### src/rtl/rr_arbiter8.sv
// Round-robin arbiter for 8 requesters with a registered one-hot grant.
// Optional hold-time limit with forced rotation when ARB_TIMEOUT_EN is defined.
module rr_arbiter8 #(
  parameter int MAX_HOLD = 16,
  parameter int CNT_W    = 5
) (
  input  logic       clk,
  input  logic       rst_n,
  input  logic [7:0] req,
  output logic [7:0] gnt,
  output logic [2:0] gnt_idx,
  output logic       gnt_valid,
  output logic       timeout
);

  typedef enum logic {IDLE, GRANT} state_t;

  state_t     state;
  logic [2:0] ptr;
  logic [7:0] others;
  logic [3:0] idle_pick;
  logic [3:0] next_pick;
  logic       forced;
  logic       release_now;

  function automatic logic [7:0] dec3to8(input logic [2:0] idx);
    return 8'h01 << idx;
  endfunction

  // Walk from the farthest offset back to the start so the nearest set bit wins.
  function automatic logic [3:0] find_first(input logic [7:0] r, input logic [2:0] start);
    logic [3:0] res;
    logic [2:0] idx;
    res = 4'b0000;
    for (int i = 7; i >= 0; i--) begin
      idx = start + 3'(i);
      if (r[idx]) res = {1'b1, idx};
    end
    return res;
  endfunction

`ifdef ARB_TIMEOUT_EN
  localparam logic [CNT_W-1:0] HOLD_LAST = CNT_W'(MAX_HOLD - 1);
  logic [CNT_W-1:0] hold_cnt;
  assign forced = req[gnt_idx] && (hold_cnt == HOLD_LAST) && (others != 8'h00);
`else
  logic [CNT_W-1:0] unused_cfg;
  assign unused_cfg = CNT_W'(MAX_HOLD);
  assign forced     = 1'b0;
`endif

  always_comb begin
    others      = req & ~dec3to8(gnt_idx);
    idle_pick   = find_first(req, ptr);
    next_pick   = find_first(others, gnt_idx + 3'd1);
    release_now = ~req[gnt_idx] | forced;
  end

  always_ff @(posedge clk or negedge rst_n) begin
    if (!rst_n) begin
      state     <= IDLE;
      ptr       <= 3'd0;
      gnt       <= 8'h00;
      gnt_idx   <= 3'd0;
      gnt_valid <= 1'b0;
      timeout   <= 1'b0;
`ifdef ARB_TIMEOUT_EN
      hold_cnt  <= '0;
`endif
    end else begin
      case (state)
        IDLE: begin
          timeout <= 1'b0;
          if (idle_pick[3]) begin
            state     <= GRANT;
            gnt_idx   <= idle_pick[2:0];
            gnt       <= dec3to8(idle_pick[2:0]);
            gnt_valid <= 1'b1;
`ifdef ARB_TIMEOUT_EN
            hold_cnt  <= '0;
`endif
          end
        end
        GRANT: begin
          if (release_now) begin
            // Hand over on the same edge so there is no idle bubble between holders.
            ptr     <= gnt_idx + 3'd1;
            timeout <= forced;
            if (next_pick[3]) begin
              gnt_idx   <= next_pick[2:0];
              gnt       <= dec3to8(next_pick[2:0]);
              gnt_valid <= 1'b1;
`ifdef ARB_TIMEOUT_EN
              hold_cnt  <= '0;
`endif
            end else begin
              state     <= IDLE;
              gnt       <= 8'h00;
              gnt_valid <= 1'b0;
            end
          end else begin
            timeout <= 1'b0;
`ifdef ARB_TIMEOUT_EN
            if (hold_cnt != HOLD_LAST) hold_cnt <= hold_cnt + CNT_W'(1);
`endif
          end
        end
        default: begin
          state     <= IDLE;
          gnt       <= 8'h00;
          gnt_valid <= 1'b0;
          timeout   <= 1'b0;
        end
      endcase
    end
  end

endmodule

### config.mk
export PLATFORM = sky130hd
export DESIGN_NAME = rr_arbiter8
export DESIGN_NICKNAME = d
export VERILOG_FILES = /design/src/rtl/rr_arbiter8.sv
export SDC_FILE = /design/constraint.sdc
export NUM_CORES = 1
export LEC_CHECK = 0
export ABC_AREA = 1
export CORE_UTILIZATION = 45
export DETAILED_ROUTE_END_ITERATION = 10
export HOLD_SLACK_MARGIN = 0.02
export MAX_ROUTING_LAYER = met4
export PLACE_DENSITY_LB_ADDON = 0.05
export SLEW_MARGIN = 20
export SYNTH_ARGS = -nofsm -noshare
export SYNTH_HDL_FRONTEND = slang
export SYNTH_SLANG_ARGS = --single-unit
### constraint.sdc
create_clock -name clk -period 6.7 [get_ports clk]
set_clock_uncertainty 0.05 [all_clocks]
set_input_delay 1.675 -clock clk [delete_from_list [all_inputs] [get_ports clk]]
set_output_delay 1.675 -clock clk [all_outputs]
set_load 0.02 [all_outputs]
==> summary.md, run 1 <==
| Metric | Value |
|---|---|
| Outcome | `finished, final reports clean` |
| CP most frequent cell | `nand3_1` |
| CTS Buf Count | `3` |
| Area growth from synthesis to layout | `10.5%` |
| CTS Sinks | `16` |
| H-tree depth | `1` |
| Synthesized area | `2460 µm²` |
| Grt ovf | `0` |
| RSZ-0062 raised after global routing | `no` |
| Post-CTS Setup Repair Bufs | `0` |
| # resized after CTS | `0` |
| Min cycle time layout | `3810 ps` |
| Core area | `5170 µm²` |
| Syn_nets | `428` |
| Final WS setup | `2890 ps` |
| Worst skew pair latency | `between 200 and 300 ps` |
| CP peak stage delay | `approximately 550 ps` |
| R2r worst-path depth | `12` |
| CTS Hold Bufs | `0` |
| Number of synthesized flops with an enable pin | `0` |
| Final ANT Viol Nets | `0` |
| Initial Util | `0.476` |
| Worst-case clock buffer depth | `2` |
| WL/cell | `13.0 µm` |
| WL final | `6420 µm` |
| Post-synthesis sequential area ratio | `0.163` |
| Max-cap violations | `0` |
| CP endpoint kind | `register` |
| Pin count of the biggest net entering global routing | `24` |
| CP Class | `primary input to register` |
| Root Driver | `clkbuf_8` |
| Cell row count | `26` |
| TritonCTS clock tree | `yes` |
| Chip height | `~76 µm` |
| Critical Path Start Type | `primary input` |
| DR iter-0 viols | `147` |
| Via-to-Cell Ratio | `5.30` |
| Max Clock Freq | `roughly 0.26 GHz` |
| Total Routing Usage GR | `0.240` |
| Most common cell in the netlist | `nand2_1` |
| # setup viols final | `0` |
| Antenna diode count | `0` |
| Place WS | `2660 ps` |
| CP Max Fanout | `17` |
| Critical Path RT | `between 6000 and 7000 ps` |
| Synth Flop Type | `dfrtp_1` |
| Synth area leaders | `nand2_1, dfrtp_1, nand3_1` |
| Post-Syn Instances | `408` |
| Yosys top cell area share | `0.198` |
| Post-synth cell types | `33` |
| Yosys Warn Count | `0` |
| Worst min-delay path class | `register to register` |
| Residual DRC | `0` |
| Die W | `76.0 µm` |
| Gp weighted congestion | `roughly 0.93` |
| Slew @ Worst Pin | `868 ps` |
| Top post-synthesis cells by count | `nand2_1, nand3_1, nor2_1, inv_1, nand3_2` |
| Post-DP HPWL | `5080 µm` |
| Crit-path cells | `clkdlybuf4s50_1 > nand2_1 > nand3_1 > nand3_1 > nand2_2 > nor2_1 > nand3_1 > o21ai_2 > nand2_2 > o21a_2 > o21ai_0 > o22ai_1` |
| Global-route wire length before repair | `11100 µm` |
| Crit path arrival time | `3890 ps` |
| Via count | `2615` |
| Hold path depth | `2` |
| DRT Pass-1 Iters | `4` |
| Initial antenna violation count | `0` |
| Register bit count reported by yosys | `16` |
| Relative slew margins | `0.421` |
| Final net count | `roughly 440` |
| Port bufs | `21` |
| I/O pin count | `23` |
| Filler Cell Count | `550` |
| Fin. Hold Viols | `0` |
| Max-slew violations | `0` |
| Synthesized area per cell | `6.04 µm²` |
| Die area | `just under 6000 µm²` |
| Slowest CP cell | `clkdlybuf4s50_1` |
| Vias in the first global route | `roughly 2400` |
| Ys async rst share | `1.00` |
| Setup TNS | `0 ps` |
| Most area-hungry cell type in the Yosys netlist | `nand2_1` |
| Clock-pin slew on the worst setup and hold paths | `70 ps` |
| Share of cells above drive strength 1 | `0.151` |
| Final period utilization | `0.569` |
[cells in the final DEF, fill, tap and decap left out, types with 2 or more instances in the layout]
master / netlist / routed
a31oi_1: 2 / 2
a21oi_2: 2 / 2
o21ai_0: 6 / 6
nand2_1: 130 / 130
o21ai_1: 2 / 2
inv_1: 35 / 35
xnor2_2: 4 / 4
inv_6: 2 / 2
nand2_4: 3 / 3
ha_1: 10 / 10
nand2_2: 16 / 16
o22ai_1: 2 / 2
nand3_1: 67 / 67
clkbuf_8: 0 / 4
inv_2: 7 / 7
a21oi_1: 15 / 15
clkdlybuf4s50_1: 0 / 21
nand3_2: 20 / 20
nor2_1: 45 / 45
dfrtp_1: 16 / 16
o21ai_2: 3 / 3
[cell type report]
class | instances | area [µm²] | share of cell area
Clock buffer | 4 | 55.1 | 0.0202
Inverter | 45 | 179 | 0.0658
Multi-Input combinational cell | 337 | 1790 | 0.657
Sequential cell | 16 | 400 | 0.147
Tap cell | 70 | 87.6 | 0.0322
Timing Repair Buffer | 21 | 210 | 0.0773
[registers in the layout, indices dropped and copies added, names as in the netlist]
register and count:
state 1, gnt_idx 3, gnt 8, ptr 3, gnt_valid 1
[critical path, delay by kind of cell]
kind	cells	cell delay, ps
buffers and inverters	1	550
and+or+nand+nor	7	1030
AOI/OAI and AO/OA	4	630
[layer usage]
layer / part of all wire / up-vias / track usage
li1: - / 1345 / -
met1: 0.49 / 1192 / 0.333
met2: 0.45 / 72 / 0.388
met3: 0.052 / 6 / 0.0144
met4: 0.0092 / 0 / 0.0462
met5: 0 / - / -
[metrics by stage]
step / hold slack [ps] / cells / instance area (µm²) / util
floorplan: 511 / 408 / 2460 / -
global route: 496 / 493 / 2720 / 0.526
finish: 467 / 493 / 2720 / 0.526
detailed placement: 455 / 489 / 2670 / 0.515
CTS: 473 / 493 / 2720 / 0.526
global placement: 460 / 489 / 2670 / 0.515
[worst paths after layout]
kind                            startpoint          to  slack (ps)
worst max-delay path                req[7]  gnt_idx[0]        2890
worst min-delay path                gnt[5]      gnt[5]         470
worst max register to register  gnt_idx[0]  gnt_idx[0]        3140
worst min register to register      gnt[5]      gnt[5]         470
max in group asynchronous            rst_n      ptr[1]        4340
min in group asynchronous            rst_n      gnt[7]        1800
[logic make-up (layout without fill, tap and decap cells)]
family / Yosys count / count (layout) / synth area share
other cells: 1 / 1 / 0.00152
simple gates: 284 / 284 / 0.551
xor+xnor: 6 / 6 / 0.0335
compound gates: 36 / 36 / 0.0889
buf+inv: 55 / 70 / 0.111
flops: 16 / 16 / 0.163
fa+ha+maj: 10 / 10 / 0.0508
Power of run 1 is left out: the tool's default activity adds up to more than one toggle a clock period on the data nets, which glitch-free logic cannot reach.
==> run 2: changes to the inputs <==
Clock period 6.7 ns to 3.09 ns, I/O delays scaled along.
==> summary.md, run 2 (synthesis results as in run 1) <==
| Metric | Value |
|---|---|
| WP buf/inv | `1 (unchanged)` |
| Vias in the first global route | `2430 (+1.3%)` |
| # resized after CTS | `0 (unchanged)` |
| Post-route cell area | `2810 µm² (+3.4%)` |
| Worst skew pair latency | `240 ps (about the same)` |
| Outcome | `finished, final reports clean` |
| Place WS | `115 ps (-2550 ps)` |
| Fin. Hold Viols | `0 (unchanged)` |
| Root Driver | `clkbuf_8` |
| R2r setup slk | `290 ps (-2850 ps)` |
| Most common cell after layout, fill and taps aside | `nand2_1` |
| Post-DP HPWL | `5260 µm (+3.5%)` |
| CP Class | `register to register` |
| Residual DRC | `0 (unchanged)` |
| Area growth from synthesis to layout | `14.2%` |
| RSZ-0062 raised after global routing | `no` |
| CP endpoint kind | `register` |
| R2r worst-path depth | `15 (+3)` |
| Crit-path cells | `ha_1 > ha_1 > xor2_1 > inv_1 > nand3_1 > nand2_2 > nor2_4 > nand2_1 > nand2_1 > a21oi_2 > a21oi_2 > nand2_1 > nor2_1 > nor2_1 > nor2_1` |
| Max-slew violations | `0 (unchanged)` |
| Setup TNS | `0 ps (unchanged)` |
| CTS Buf Count | `3 (unchanged)` |
| CP peak stage delay | `450 ps (-100 ps)` |
| Gp weighted congestion | `0.888 (-4.5%)` |
| WL final | `6430 µm (about the same)` |
| Final WS setup | `294 ps (-2600 ps)` |
| Total Routing Usage GR | `0.241 (+0.00151)` |
| CP Max Fanout | `4 (-13)` |
| Critical Path RT | `3220 ps (-3560 ps)` |
| WL/cell | `12.7 µm (-2.3%)` |
| Worst min-delay path class | `register to register` |
| Slowest CP cell | `dfrtp_1` |
| Max Clock Freq | `0.358 GHz` |
| Global-route wire length before repair | `11300 µm (+1.5%)` |
| Post-CTS Setup Repair Bufs | `0 (unchanged)` |
| Share of cells above drive strength 1 | `0.177 (+0.0257)` |
| Critical Path Start Type | `register` |
| Endpoint, Worst Hold | `gnt[4]` |
| Core area | `5170 µm² (unchanged)` |
| Pin count of the biggest net entering global routing | `17 (-29%)` |
| Hold path depth | `2 (unchanged)` |
| Crit path arrival time | `2930 ps (-960 ps)` |
| DRT Pass-1 Iters | `5 (+1)` |
| Initial antenna violation count | `0 (unchanged)` |
| R2r startpoint | `gnt_idx[0]` |
| Initial Util | `0.476 (unchanged)` |
| Antenna diode count | `0 (unchanged)` |
| DR iter-0 viols | `182 (+24%)` |
| Slew @ Worst Pin | `729 ps (-139 ps)` |
| Chip height | `76.0 µm (unchanged)` |
| Hold Slack | `459 ps (-8.24 ps)` |
| Min cycle time layout | `2800 ps` |
| Placed instance area | `2760 µm² (+3.7%)` |
| Port bufs | `21 (unchanged)` |
| Worst Hold Launch | `gnt[4]` |
| Via count | `2632 (+0.65%)` |
| I/O pin count | `23 (unchanged)` |
| Clock-pin slew on the worst setup and hold paths | `60 ps (about the same)` |
| Register name with the most flops | `gnt` |
| CTS Sinks | `16 (unchanged)` |
| Max-cap violations | `0 (unchanged)` |
| Reg2reg end | `gnt[5]` |
| Final net count | `457 (+2.9%)` |
| Largest register FFs | `8 (unchanged)` |
| Kind of cell adding the most delay to the critical path | `simple AND/OR/NAND/NOR gates` |
| Die area | `5770 µm² (unchanged)` |
| Commonest cells after routing, fill and taps aside | `nand2_1, nand3_1, nor2_1, inv_1, clkdlybuf4s50_1` |
| Cell row count | `26 (unchanged)` |
| Final ANT Viol Nets | `0 (unchanged)` |
| Worst-case clock buffer depth | `2 (unchanged)` |
| Grt ovf | `0 (unchanged)` |
| Via-to-Cell Ratio | `5.21 (-1.7%)` |
| Die W | `76.0 µm (unchanged)` |
| H-tree depth | `1 (unchanged)` |
| Final period utilization | `0.905` |
| Largest regs | `gnt (8), gnt_idx (3), ptr (3)` |
| Relative slew margins | `0.512 (+0.0913)` |
| TritonCTS clock tree | `yes` |
| # setup viols final | `0 (unchanged)` |
| CTS Hold Bufs | `0 (unchanged)` |
[run 2: through the flow]
step	util	instances
5_1_grt	0.544	505
2_1_floorplan	-	408
4_1_cts	0.542	505
3_5_place_dp	0.534	502
3_3_place_gp	0.534	502
6_report	0.544	505
[run 2: worst max path at each step]
stage          startpoint   endpoint  slack [ps]  cells after the start
2_1_floorplan  gnt_idx[0]  gnt_valid         340                     15
3_3_place_gp       req[3]     gnt[4]         120                     18
3_5_place_dp       req[3]     gnt[0]         110                     18
4_1_cts        gnt_idx[0]     gnt[3]         200                     16
5_1_grt        gnt_idx[0]     gnt[5]         0.2                     17
6_report       gnt_idx[0]     gnt[5]         290                     15
[run 2: tightest hold or removal path, delay by kind of cell, from the launching register on]
family,cells,cell delay (ps)
DFF,1,340
and+or+nand+nor,2,130
[run 2: per-layer routing]
layer / part of all wire / GRT usage
met1: 0.50 / 0.342
met2: 0.44 / 0.385
met3: 0.060 / 0.0204
met4: 0.0019 / 0.0327
met5: 0 / -
[run 2: area by class of cell]
type                    instances  area (µm²)
fillers                       520        2360
flip-flops and latches         16         400
inverters                      45         179
multi-input cells             337        1800
repair buffers                 34         308
clock buffers                   3        41.3
well taps                      70        87.6
Power of run 2 is left out for the same reason.
